File: config.mk
export PLATFORM = sky130hd
export DESIGN_NAME = mc_controller
export DESIGN_NICKNAME = d
export VERILOG_FILES = /design/src/rtl/mc_controller.sv
export SDC_FILE = /design/constraint.sdc
export NUM_CORES = 1
export LEC_CHECK = 0
export ABC_AREA = 0
export CAP_MARGIN = 20
export CORE_ASPECT_RATIO = 1.5
export CORE_UTILIZATION = 42
export DETAILED_ROUTE_END_ITERATION = 6
export PLACE_DENSITY = 0.85
export SETUP_SLACK_MARGIN = 0.3
export SLEW_MARGIN = 20
export SYNTH_ARGS = -nofsm -noshare
export SYNTH_HDL_FRONTEND = slang
export SYNTH_SLANG_ARGS = --single-unit
File: constraint.sdc
create_clock -name clk -period 3.6 [get_ports clk]
set_input_delay 0.54 -clock clk [delete_from_list [all_inputs] [get_ports clk]]
set_output_delay 0.54 -clock clk [all_outputs]
set_load 0.01 [all_outputs]
File: src/rtl/mc_controller.sv
// mc_controller -- multicycle control unit for an ARM-style datapath.
//
// A Moore FSM steps each instruction through FETCH/DECODE and then a
// class-specific path (memory, data-processing, branch). Datapath selects
// come from the current state. Write enables are additionally gated by the
// instruction's condition, which is checked against a local NZCV register.
//
// Ports
//   clk        : clock, all state changes on the rising edge
//   reset      : asynchronous, active-low
//   cond       : instr[31:28] condition field
//   op         : instr[27:26] class (00 DP, 01 MEM, 10 BR, 11 none)
//   funct      : instr[25:20]; [5]=I, [4:1]=cmd, [0]=S/L
//   rd         : instr[15:12] destination register
//   aluFlags   : NZCV from the ALU (combinational)
//   pcWrite, memWrite, regWrite, irWrite : datapath write enables
//   adrSrc     : memory address select (0 = PC, 1 = ALU result)
//   resultSrc, aluSrcA, aluSrcB, immSrc, regSrc : datapath mux selects
//   aluControl : ALU operation (00 ADD, 01 SUB, 10 AND, 11 ORR)
//   state      : current FSM state, for debug
module mc_controller (
  input  logic       clk,
  input  logic       reset,
  input  logic [3:0] cond,
  input  logic [1:0] op,
  input  logic [5:0] funct,
  input  logic [3:0] rd,
  input  logic [3:0] aluFlags,
  output logic       pcWrite,
  output logic       memWrite,
  output logic       regWrite,
  output logic       irWrite,
  output logic       adrSrc,
  output logic [1:0] resultSrc,
  output logic [1:0] aluSrcA,
  output logic [1:0] aluSrcB,
  output logic [1:0] immSrc,
  output logic [1:0] regSrc,
  output logic [1:0] aluControl,
  output logic [3:0] state
);

  localparam logic [3:0] S_FETCH  = 4'd0;
  localparam logic [3:0] S_DECODE = 4'd1;
  localparam logic [3:0] S_MEMADR = 4'd2;
  localparam logic [3:0] S_MEMRD  = 4'd3;
  localparam logic [3:0] S_MEMWB  = 4'd4;
  localparam logic [3:0] S_MEMWR  = 4'd5;
  localparam logic [3:0] S_EXECR  = 4'd6;
  localparam logic [3:0] S_EXECI  = 4'd7;
  localparam logic [3:0] S_ALUWB  = 4'd8;
  localparam logic [3:0] S_BRANCH = 4'd9;

  localparam logic [1:0] OP_DP  = 2'b00;
  localparam logic [1:0] OP_MEM = 2'b01;
  localparam logic [1:0] OP_BR  = 2'b10;

  localparam logic [3:0] CMD_AND = 4'b0000;
  localparam logic [3:0] CMD_SUB = 4'b0010;
  localparam logic [3:0] CMD_ADD = 4'b0100;
  localparam logic [3:0] CMD_CMP = 4'b1010;
  localparam logic [3:0] CMD_ORR = 4'b1100;

  logic [3:0] r_state;
  logic [3:0] w_next;
  logic [3:0] r_flags;
  logic       w_cond_ex;
  logic [3:0] w_cmd;
  logic       w_is_cmp;
  logic [1:0] w_alu_dec;
  logic       w_flag_load;
  logic       w_n, w_z, w_c, w_v;
  // raw enables before the reset override
  logic       w_pcw, w_mw, w_rw, w_irw;

  assign w_cmd    = funct[4:1];
  assign w_is_cmp = (w_cmd == CMD_CMP);
  assign {w_n, w_z, w_c, w_v} = r_flags;

  // Condition check against the stored flags (not the live ALU flags).
  always_comb begin
    w_cond_ex = 1'b0;
    case (cond)
      4'b0000: w_cond_ex = w_z;
      4'b0001: w_cond_ex = ~w_z;
      4'b0010: w_cond_ex = w_c;
      4'b0011: w_cond_ex = ~w_c;
      4'b0100: w_cond_ex = w_n;
      4'b0101: w_cond_ex = ~w_n;
      4'b0110: w_cond_ex = w_v;
      4'b0111: w_cond_ex = ~w_v;
      4'b1000: w_cond_ex = w_c & ~w_z;
      4'b1001: w_cond_ex = ~w_c | w_z;
      4'b1010: w_cond_ex = (w_n == w_v);
      4'b1011: w_cond_ex = (w_n != w_v);
      4'b1100: w_cond_ex = ~w_z & (w_n == w_v);
      4'b1101: w_cond_ex = w_z | (w_n != w_v);
      4'b1110: w_cond_ex = 1'b1;
      default: w_cond_ex = 1'b0;  // 1111 is never executed
    endcase
  end

  always_comb begin
    w_alu_dec = 2'b00;
    case (w_cmd)
      CMD_ADD: w_alu_dec = 2'b00;
      CMD_SUB: w_alu_dec = 2'b01;
      CMD_CMP: w_alu_dec = 2'b01;
      CMD_AND: w_alu_dec = 2'b10;
      CMD_ORR: w_alu_dec = 2'b11;
      default: w_alu_dec = 2'b00;
    endcase
  end

  // Flags are captured on the edge that leaves EXECR/EXECI, using the
  // condition as evaluated with the old flags.
  assign w_flag_load = ((r_state == S_EXECR) || (r_state == S_EXECI)) &&
                       (funct[0] || w_is_cmp) && w_cond_ex;

  always_comb begin
    w_next = S_FETCH;
    case (r_state)
      S_FETCH:  w_next = S_DECODE;
      S_DECODE: begin
        case (op)
          OP_MEM:  w_next = S_MEMADR;
          OP_BR:   w_next = S_BRANCH;
          OP_DP:   w_next = funct[5] ? S_EXECI : S_EXECR;
          default: w_next = S_FETCH;
        endcase
      end
      S_MEMADR: w_next = funct[0] ? S_MEMRD : S_MEMWR;
      S_MEMRD:  w_next = S_MEMWB;
      S_EXECR:  w_next = S_ALUWB;
      S_EXECI:  w_next = S_ALUWB;
      default:  w_next = S_FETCH;  // writeback/branch and unused codes
    endcase
  end

  always_ff @(posedge clk or negedge reset) begin
    if (!reset) begin
      r_state <= S_FETCH;
      r_flags <= 4'b0000;
    end else begin
      r_state <= w_next;
      if (w_flag_load) r_flags <= aluFlags;
    end
  end

  always_comb begin
    w_pcw      = 1'b0;
    w_mw       = 1'b0;
    w_rw       = 1'b0;
    w_irw      = 1'b0;
    adrSrc     = 1'b0;
    resultSrc  = 2'b00;
    aluSrcA    = 2'b00;
    aluSrcB    = 2'b00;
    aluControl = 2'b00;
    case (r_state)
      S_FETCH: begin
        // PC increment is unconditional; the condition only gates the
        // instruction's own effects.
        w_irw     = 1'b1;
        w_pcw     = 1'b1;
        aluSrcA   = 2'b01;
        aluSrcB   = 2'b10;
        resultSrc = 2'b10;
      end
      S_DECODE: begin
        aluSrcA   = 2'b01;
        aluSrcB   = 2'b10;
        resultSrc = 2'b10;
      end
      S_MEMADR: aluSrcB = 2'b01;
      S_MEMRD:  adrSrc  = 1'b1;
      S_MEMWR: begin
        adrSrc = 1'b1;
        w_mw   = w_cond_ex;
      end
      S_MEMWB: begin
        resultSrc = 2'b01;
        w_rw      = w_cond_ex;
        w_pcw     = w_cond_ex && (rd == 4'd15);
      end
      S_EXECR: aluControl = w_alu_dec;
      S_EXECI: begin
        aluSrcB    = 2'b01;
        aluControl = w_alu_dec;
      end
      S_ALUWB: begin
        w_rw  = w_cond_ex & ~w_is_cmp;
        w_pcw = w_cond_ex && (rd == 4'd15);
      end
      S_BRANCH: begin
        aluSrcA   = 2'b10;
        aluSrcB   = 2'b01;
        resultSrc = 2'b10;
        w_pcw     = w_cond_ex;
      end
      default: ;
    endcase
  end

  // Reset overrides the FETCH decode so nothing is written while held.
  assign pcWrite  = w_pcw & reset;
  assign memWrite = w_mw  & reset;
  assign regWrite = w_rw  & reset;
  assign irWrite  = w_irw & reset;

  assign immSrc = (op == 2'b11) ? 2'b00 : op;
  assign regSrc = {op == OP_MEM, op == OP_BR};
  assign state  = r_state;

endmodule
== Word level (Yosys, flattened, before mapping) ==
Index checks and enable logic that the tools add are counted.

* Bits in latches: 0
* Bits in writable memories: 0
* ROM bits: 0
* Memories: 0
* Input port bits: 22
* Register bits: 8
* Logic and storage cells: 80
* Output and inout bits: 21

* Divide/modulo/power cells: 0
* Shifts and indexed selects: 0
* Bitwise operators: 14
* $mul: 0
* Equal/unequal tests: 32
* Add/subtract/negate cells: 0
* Reductions and logical operators: 16
* $lt $le $gt $ge: 0
* Multiplexer cells: 16

{| class="wikitable"
|+ Operators by type and width
! cell !! count
|-
| 4-bit equality test, second input constant || 12
|-
| 4-bit by 3-bit equality test with 1-bit output, second input constant || 8
|-
| 4-bit by 2-bit equality test with 1-bit output, second input constant || 5
|-
| 4-bit one-hot mux with 5 select lines || 1
|-
| 1-bit one-hot mux with 15 select lines || 1
|-
| 4-bit logical NOT || 3
|-
| 2-bit one-hot mux with 2 select lines || 3
|-
| 4-bit one-hot mux with 3 select lines || 1
|-
| 2-bit OR reduction || 5
|-
| 4-bit by 1-bit equality test with 1-bit output, second input constant || 2
|-
| 1-bit AND || 7
|-
| 2-bit one-hot mux with 3 select lines || 1
|-
| 3-bit OR reduction || 2
|-
| 1-bit inverter || 5
|-
| 2-bit equality test, second input constant || 2
|-
| 1-bit 2-to-1 mux || 4
|-
| 2-bit 2-to-1 mux || 2
|-
| 1-bit logical AND || 3
|-
| 3-bit 2-to-1 mux || 1
|-
| 1-bit one-hot mux with 3 select lines || 1
|-
| 2-bit by 1-bit equality test with 1-bit output, second input constant || 1
|-
| 2-bit logical NOT || 1
|-
| 1-bit logical OR || 2
|-
| 1-bit bitwise OR || 2
|-
| 3 further kinds || 3
|}

== Logic depth before layout (Yosys ltp) ==
* Depth in word-level cells: 6
* Depth in mapped cells: 6
* Gate-level depth less buffers: 5

== Worst setup path after synthesis ==
No wires, ideal clock.

* Path kind: input port to output port
* Start point: in cond[3]
* End point: out pcWrite
* Cell stages on the path: 6
* Data arrival time: 1911 ps
* Path buffers: 1
* Slack: 1149 ps
* Data required time: 3060 ps
* Cells stage by stage: buf_2 > and3b_2 > o31a_1 > a2111oi_2 > a21oi_1 > a31o_2

* Cells in the longest elaborated chain, start to end: 5

{| class="wikitable"
|+ Ends and longest elaborated chain
! item !! line !! text
|-
| from (decl) || 24 || <nowiki>input logic [3:0] cond,</nowiki>
|-
| 4-bit equality test, or another cell as far along || 83 || <nowiki>case (cond)</nowiki>
|-
| 1-bit one-hot mux with 15 select lines (*) || 83 ||
|-
| 1-bit logical AND || 184, 193 ||
|-
| 1-bit one-hot mux with 3 select lines (*) || 160 || <nowiki>case (r_state)</nowiki>
|-
| 1-bit AND (*) || 206 || <nowiki>assign pcWrite = w_pcw & reset;</nowiki>
|-
| to (decl) || 29 || <nowiki>output logic pcWrite,</nowiki>
|}

Every way passes the cells marked *; elsewhere a longest branch is shown, timed or not.

== Final worst setup path ==
* Start point: in cond[3]
* End point: out regWrite

* Cells in the longest elaborated chain, start to end: 5

{| class="wikitable"
|+ Ends and longest elaborated chain
! item !! line !! text
|-
| 4-bit equality test, or another cell as far along || 83 ||
|-
| 1-bit one-hot mux with 15 select lines (*) || 83 ||
|-
| 1-bit AND || 192 || <nowiki>w_rw = w_cond_ex & ~w_is_cmp;</nowiki>
|-
| 1-bit one-hot mux with 2 select lines (*) || 160 ||
|-
| 1-bit AND (*) || 208 || <nowiki>assign regWrite = w_rw & reset;</nowiki>
|-
| to (decl) || 31 || <nowiki>output logic regWrite,</nowiki>
|}

Marks and branches as above.

==> flow_summary.ini <==
[status]
outcome = finished, final reports clean

[sta]
rsz0062_at_grt = false
drv_slew = 0
hold_viol_final = 0
setup_viol = 0
setup_tns_ns = 0
fmax_ghz = 0.3194
finalCriticalPeriod_ns = 3.131
skew_ns = 0.0004263
slew_headroom_pct = 67.32
finalCritPeriodShare_pct = 86.98
worst_pin_slew_ns = 0.4867

[final_layout]
antenna_cells = 0
syn2layout_area_growth_pct = 60.92
layout_commonest_cell = clkdlybuf4s50_1
final_nets = 162
fillers = 152
drive_above_1_share_pct = 18.84
stdcell_count = 159
layout_common_cells = 38 x clkdlybuf4s50_1, 9 x nor3_1, 8 x dfrtp_1

[placement]
hpwl_um = 1742
dp.cells = 155
gp_congestion = 0.7533
io_buffers = 42

[job]
maxCapViolations = 0

[critical_path]
path_class = in2out
endpoint_kind = output pin
cp-start-kind = input port
worstPathArrival_ns = 2.59
worst_r2r_path_depth = 6
critPathMaxFanout = 4
crit_required_ns = 3.06

[synth]
synth.avg_cell_area_um2 = 8.363
yosys_warnings = 0
ys.flop_type = dfrtp_1
synth_nets = 120
netlist_area_um2 = 819.5
ys_seq_elements = 8
synth-edff-count = 0
synth_cell_types = 46
synthCells = 98
synthArstFlopShare_pct = 100.0
ys_seq_area_share_pct = 24.43

[power_and_ir_drop]
p_per_area_nw_per_um2 = 598.3
cellLeakagePower_nw = 0.5209
ir_worst_vdd_uv = 440.2

[min_path]
hold_path_class = in2async

[clocking]
clk_pin_slew_ns = 0.05
htreeDepth = 1
cts_num_sinks = 8
cts_tree = built
clk_latency_ns = 0.25
cts-buffers-inserted = 3
clock_path_buffers = 2
postCtsHoldBufs = 0
cts_root_buf = clkbuf_4

[drt]
post_drt_wl_per_cell_um = 14.98
drt-pass1-iter-count = 4
vias = 897
totalWireLength_um = 2382
first_iter_violations = 23
viasPerCell = 5.642
antenna_left = 0
drc = 0

[die]
core.rowCount = 19
start_util_pct = 44.77
io_pins = 43
die_y_um = 56.10
core_um2 = 1831
die_area_um2 = 2135
dieWidth_um = 38.07

[global_route]
grt_pass1_vias = 905
antenna_found_initial = 0
track_usage_pct = 25.27
grt_pass1_wl_um = 4002
grt_start_max_net_pins = 17
grt_remaining_overflow = 0
-- logic make-up after synthesis --
group / after synthesis / share of synthesized area, %
muxes: 6 / 8.091
buffers and inverters: 11 / 7.175
AOI/OAI and AO/OA: 22 / 20.61
and+or+nand+nor: 47 / 35.42
xor gates and xnor gates: 4 / 4.276
DFF: 8 / 24.43
-- repair_timing --
item | in CTS | in global routing
setup buffers | 0 | 1
resized for setup | 9 | 4
setup endpoints to repair | 3 | 1
cloned | 0 | 0
pin swaps | 0 | 2
-- metrics by stage --
step	hold slack (ns)	instance area, um^2	utilization [%]	total power [W]	setup WS, ns
6_report	0.5706	1319	72.04	0.0007891	0.4687
5_1_grt	0.5983	1319	72.04	0.0008464	0.3921
4_1_cts	0.5808	1290	70.47	0.0007670	0.2338
3_5_place_dp	0.5682	1237	67.60	0.0006756	0.1367
3_3_place_gp	0.5468	1237	67.60	0.0006645	0.2115
2_1_floorplan	0.2444	819.5	-	0.0004565	1.149
-- final timing paths --
check                      startpoint         end  slack (ns)
setup / recovery              cond[3]    regWrite        0.47
hold / removal                  reset  r_flags[3]        0.57
setup reg to reg           r_flags[3]  r_flags[0]        1.15
hold reg to reg            r_flags[1]  r_flags[1]        0.57
max in group asynchronous       reset  r_flags[2]        2.76
min in group clk           r_flags[1]  r_flags[1]        0.57
-- critical path, stage by stage --
cell,delay [ns]
clkdlybuf4s50_1,0.52
and4bb_2,0.25
o31a_1,0.32
a2111oi_4,0.37
a21oi_2,0.11
and3_1,0.19
dlygate4sd2_1,0.29
-- layer usage --
metal	vias to the layer above	global-route usage [%]	share of wire (%)
li1	451	-	-
met4	0	4.592	1.7
met3	4	6.800	5.7
met5	-	0	0
met2	33	45.76	53
met1	409	27.85	40
-- where the power goes --
part	internal, W	switching (W)	leakage, nW
combinational	0.000283	0.000203	0.403
clock	0.0000381	0.0000292	0.0138
sequential	0.000130	0.000106	0.104
-- synthesized netlist by cell type (all sizes together) (2+ instances only) --
cell,number,area (um^2)
nor3,9,45.04
dfrtp,8,200.2
nor2,7,26.28
o21ai,7,35.03
nand2b,6,37.54
buf,5,36.28
mux2,5,56.30
clkbuf,4,15.01
a211oi,3,27.52
and3,3,20.02
nand2,3,11.26
xnor2,3,26.28
a21oi,2,10.01
inv,2,7.510
nand3,2,10.01
nand4b,2,17.52
nor2b,2,12.51
nor4,2,12.51
-- registers in the layout (all words and copies together) (netlist names) --
register and count:
r_flags 4, state 4
-- final cells by class --
class / instances / area, um^2 / area share (%)
multi-input cells: 79 / 613.1 / 46.49
repair buffers: 46 / 449.2 / 34.06
flip-flops and latches: 8 / 200.2 / 15.18
well taps: 21 / 26.28 / 1.992
clock buffers: 3 / 22.52 / 1.708
inverters: 2 / 7.507 / 0.5693
Note: power is estimated with default switching activity, not from simulation.
